<file path="src/rtl/button_conditioner.sv">
// button_conditioner: per-button sync, debounce, active-high level, press/release strobes, hold-to-repeat (clk_clk, reset_reset, key_in -> btn_level, btn_press, btn_release)
module button_conditioner #(
  parameter int N_BUTTONS       = 4,
  parameter int DEBOUNCE_CYCLES = 500000,
  parameter int ACTIVE_LOW      = 1,
  parameter int REPEAT_DELAY    = 0,
  parameter int REPEAT_PERIOD   = 10000000
) (
  input  logic                 clk_clk,
  input  logic                 reset_reset,
  input  logic [N_BUTTONS-1:0] key_in,
  output logic [N_BUTTONS-1:0] btn_level,
  output logic [N_BUTTONS-1:0] btn_press,
  output logic [N_BUTTONS-1:0] btn_release
);
  localparam int CW = $clog2(DEBOUNCE_CYCLES);
  localparam int RMAX = REPEAT_DELAY > REPEAT_PERIOD ? REPEAT_DELAY : REPEAT_PERIOD;
  localparam int TW = $clog2(RMAX > 2 ? RMAX : 2);
  localparam logic [1:0] RELEASED = 2'd0, HELD = 2'd1, REPEAT = 2'd2;
  localparam logic [CW-1:0] CNT_MAX = CW'(DEBOUNCE_CYCLES - 1);
  localparam logic [TW-1:0] DLY_LD = TW'(REPEAT_DELAY - 1);
  localparam logic [TW-1:0] PER_LD = TW'(REPEAT_PERIOD - 1);
  localparam logic IDLE_PIN = 1'(ACTIVE_LOW);
  localparam logic RPT_EN = REPEAT_DELAY != 0;
  for (genvar g = 0; g < N_BUTTONS; g++) begin : ch
    logic s1, s2, raw, accept, lvl, prs, rls;
    logic [CW-1:0] cnt;
    logic [TW-1:0] tmr;
    logic [1:0] st;
    assign raw = s2 ^ IDLE_PIN;
    assign accept = raw != lvl && cnt == CNT_MAX;
    assign btn_level[g] = lvl;
    assign btn_press[g] = prs;
    assign btn_release[g] = rls;
    always_ff @(posedge clk_clk) begin
      if (reset_reset) begin
        s1 <= IDLE_PIN;
        s2 <= IDLE_PIN;
        cnt <= '0;
        tmr <= '0;
        st <= RELEASED;
        lvl <= 1'b0;
        prs <= 1'b0;
        rls <= 1'b0;
      end else begin
        s1 <= key_in[g];
        s2 <= s1;
        cnt <= (raw == lvl || accept) ? '0 : cnt + 1'b1;
        prs <= 1'b0;
        rls <= 1'b0;
        if (accept) lvl <= raw;
        if (accept && !raw) begin
          st <= RELEASED;
          rls <= 1'b1;
        end else if (accept && raw) begin
          st <= HELD;
          prs <= 1'b1;
          tmr <= DLY_LD;
        end else if ((st == HELD && RPT_EN) || st == REPEAT) begin
          if (tmr == '0) begin
            st <= REPEAT;
            prs <= 1'b1;
            tmr <= PER_LD;
          end else begin
            tmr <= tmr - 1'b1;
          end
        end
      end
    end
  end
endmodule

</file>
<file path="config.mk">
export PLATFORM = sky130hd
export DESIGN_NAME = button_conditioner
export DESIGN_NICKNAME = d
export VERILOG_FILES = /design/src/rtl/button_conditioner.sv
export SDC_FILE = /design/constraint.sdc
export NUM_CORES = 1
export LEC_CHECK = 0
export ABC_AREA = 1
export CAP_MARGIN = 20
export CORE_ASPECT_RATIO = 0.8
export CORE_MARGIN = 2
export CORE_UTILIZATION = 35
export CTS_BUF_LIST = sky130_fd_sc_hd__clkbuf_4
export DETAILED_ROUTE_END_ITERATION = 8
export PLACE_DENSITY = 0.53
export SYNTH_ARGS = -nofsm -noshare
export SYNTH_HDL_FRONTEND = slang
export SYNTH_SLANG_ARGS = --single-unit
</file>
<file path="constraint.sdc">
create_clock -name clk_clk -period 4.7 [get_ports clk_clk]
set_input_delay 1.41 -clock clk_clk [delete_from_list [all_inputs] [get_ports clk_clk]]
set_output_delay 1.41 -clock clk_clk [all_outputs]
set_load 0.05 [all_outputs]
</file>
==> run_results.csv <==
group,metric,value,unit
layout,final_nets,1727,
pwr,pwr-share-seq,0.626,
critical_path,worstSetupStartpoint,"ch[3].lvl",
sta,hold_violations,0,
sta,grt_setup_unrepaired,"false",
synthesis,ys.flop_type,"dfxtp_1",
critical_path,cp.arrival,1.91,ns
pwr,p_comb_frac,0.016,
layout,multi_input_area,0.00638,sq mm
drt,drtAntennaViolNets,0,
drt,via_count,10490,
drt,vias_per_cell,4.88,
critical_path,path_cells,"clkdlybuf4s50_1",
synthesis,synth_top_area_cell,"dfxtp_1",
global_routing,grt_pass1_wl,46.3,mm
drt,drt_iter0_markers,608,
layout,seq_area,0.00400,sq mm
pwr,switchingPower,0.678,mW
critical_path,cp_num_buf_inv,1,
clocking,cts_max_path_buffers,2,
critical_path,rrSetupSlack,2.23,ns
drt,drcViolationCount,0,
floorplan,io_pins,18,
clocking,clock-sinks,200,
synthesis,syn_avg_cell_area,6.63,sq um
floorplan,fp.dieW,206,um
layout,fin_util,0.375,
global_routing,grt_pass1_vias,9619,
placement,pre_cts_ws,1.74,ns
hold_path,worst_hold_path_type,"reg2reg",
synthesis,synthCells,1718,
drt,wl,27.1,mm
critical_path,critical_path_class,"reg2out",
placement,place_area,0.0118,sq mm
synthesis,synth_top_area_frac,0.352,
critical_path,ff2ff_path_depth,10,
sta,skew,0.0235,ns
synthesis,synth.net_count,1736,
critical_path,cp_slowest_cell,"clkdlybuf4s50_1",
floorplan,initial_core_util,0.353,
pwr,intPower,2.04,mW
synthesis,synthTopCellsByCount,"nand2_1 (353), nor2_1 (292), dfxtp_1 (200)",
critical_path,cp-endpoint,"btn_level[3]",
global_routing,use_met1,0.233,
critical_path,reg2reg_from,"ch[1].cnt[0]",
critical_path,r2r-end,"ch[1].tmr[11]",
synthesis,synth_area_leaders,"dfxtp_1 (35%), nand2_1 (12%), nor2_1 (9.6%)",
sta,setup-tns-final,0,ns
clocking,htree_num_levels,4,
synthesis,synthArstFlopShare,0,
clocking,cts_root_buffer,"clkbuf_4",
sta,slew-limit-headroom,0.306,
flow_run,maxCapViolCount,0,
drt,dr.pass1.iters,7,
pwr,switching_share,0.249,
clocking,cts_setup_buffers,0,
clocking,cts.repair.resized,0,
clocking,hold_buffers,0,
critical_path,crit_path_start_kind,"register",
layout,final_area,0.0121,sq mm
global_routing,antenna_found_initial,1,
drt,avgRoutedWirePerCell,12.6,um
pwr,p_per_area,225,mW/mm^2
sta,drv_slew,0,
floorplan,die-area,0.0340,sq mm
global_routing,grt_use_met2,0.258,
pwr,pwr-share-clk,0.358,
synthesis,synth_seq_area_share,0.352,
critical_path,cp-end-kind,"primary output",
critical_path,crit_family,"buffers and inverters",
synthesis,ys_types,47,
layout,drive_above_1_share,0.0813,
sta,tightest_slew,1.04,ns
sta,clock.fmax,301,MHz
sta,setup_ws,1.38,ns
pwr,leakagePower,4.99,nW
global_routing,grt_max_degree,61,
critical_path,cp_num_cells,1,
global_routing,grt-ovfl-total,0,
synthesis,yosysMostFrequentCell,"nand2_1",
synthesis,yosys_warnings,0,
critical_path,worstPathRequired,3.29,ns
synthesis,synth_enable_flop_cells,0,
floorplan,die_y,165,um
sta,fin_crit_sh,0.706,
synthesis,syn_area,0.0114,sq mm
outcome,status,"completed",
sta,fin_crit,3.32,ns
critical_path,slowest_delay,0.83,ns
layout,nFillCells,3476,
layout,area_delta_synth_final,6.14,%
global_routing,grt_usage,0.166,
sta,setup_viol,0,
placement,dpl.hpwl,19.3,mm
floorplan,rows,59,
pwr,vdd.ir_drop.worst,0.147,mV
clocking,cts_tree,"done",
synthesis,ys_seq_elements,200,
global_routing,busiest_layer,"met2",
global_routing,grtUsageMet3,0.0320,
placement,gp_congestion,0.834,
placement,numPortBuffers,17,
clocking,clkLatencyLatePin,0.64,ns
clocking,clk_pin_slew,0.17,ns
critical_path,crit_fanout,5,
sta,whs,0.428,ns
floorplan,fp.coreArea,0.0323,sq mm
clocking,numCtsBuffers,17,
## cell usage in the layout (no fill, tap or decap), drive strengths merged
cell / synthesis / layout
o21ai: 90 / 90
bufinv: 0 / 2
a31oi: 3 / 3
ha: 12 / 12
a21oi: 118 / 118
a31o: 2 / 2
nand4: 42 / 42
clkinvlp: 0 / 1
clkinv: 2 / 7
o21bai: 2 / 2
nand3: 166 / 166
clkdlybuf4s50: 0 / 16
or2: 25 / 25
and3: 3 / 3
nor4: 8 / 8
and2: 3 / 3
nand3b: 19 / 19
a21o: 4 / 4
o21a: 3 / 3
diode: 0 / 1
clkbuf: 12 / 17
nand2: 364 / 364
nor2: 322 / 322
nor3: 44 / 44
buf: 36 / 4
dfxtp: 200 / 200
xor2: 37 / 37
inv: 179 / 186
nor3b: 7 / 7
a211oi: 1 / 1
xnor2: 9 / 9
o211ai: 5 / 5
## layer usage
metal | vias up | wire [um]
met5 | - | 0
met2 | 151 | 11700
li1 | 5567 | -
met1 | 4748 | 14200
met4 | 0 | 328
met3 | 24 | 937
## sequential cells by signal (all words and copies together) (netlist names)
signal and count:
ch.tmr 96, ch.cnt 76, ch.st 8, ch.lvl 4, ch.prs 4, ch.rls 4, ch.s1 4, ch.s2 4
## layout make-up
class | count | area share
multi-input combinational | 1289 | 0.528
sequential | 200 | 0.331
inverter | 181 | 0.0562
tap | 427 | 0.0442
timing repair buffer | 20 | 0.0155
clock inverter | 15 | 0.0138
clock buffer | 17 | 0.0106
antenna | 1 | 0.000207
## per-stage QoR
stage / total power, mW / cells
after floorplan: 1.77 / 1718
after global placement: 1.78 / 2117
after detailed placement: 1.78 / 2117
after CTS: 2.77 / 2149
after global routing: 2.85 / 2150
final: 2.72 / 2150
## worst min-delay path by stage
stage | start | to | cells past startpoint
6_report | ch[0].s1 | ch[0].s2 | 1
5_1_grt | ch[1].s1 | ch[1].s2 | 1
4_1_cts | ch[0].s1 | ch[0].s2 | 1
3_5_place_dp | ch[0].s1 | ch[0].s2 | 1
3_3_place_gp | ch[0].s1 | ch[0].s2 | 1
2_1_floorplan | ch[0].s1 | ch[0].s2 | 1
## power by group through the flow
| stage | Clock (mW) | Sequential [mW] | Combinational (mW) |
|---|---|---|---|
| detailed placement | 0 | 1.74 | 0.0440 |
| global placement | 0 | 1.74 | 0.0434 |
| finish | 0.974 | 1.70 | 0.0429 |
| CTS | 1.03 | 1.70 | 0.0441 |
| floorplan | 0 | 1.74 | 0.0288 |
| global route | 1.09 | 1.71 | 0.0483 |
## kinds of logic after synthesis
kind of cell / after synthesis / share of synthesized area
and+or+nand+nor: 1003 / 0.407
buffers and inverters: 229 / 0.0877
AOI/OAI and AO/OA: 228 / 0.105
DFF: 200 / 0.352
xor gates and xnor gates: 46 / 0.0354
adders and majority gates: 12 / 0.0132
Power figures use the tool's default switching activity.
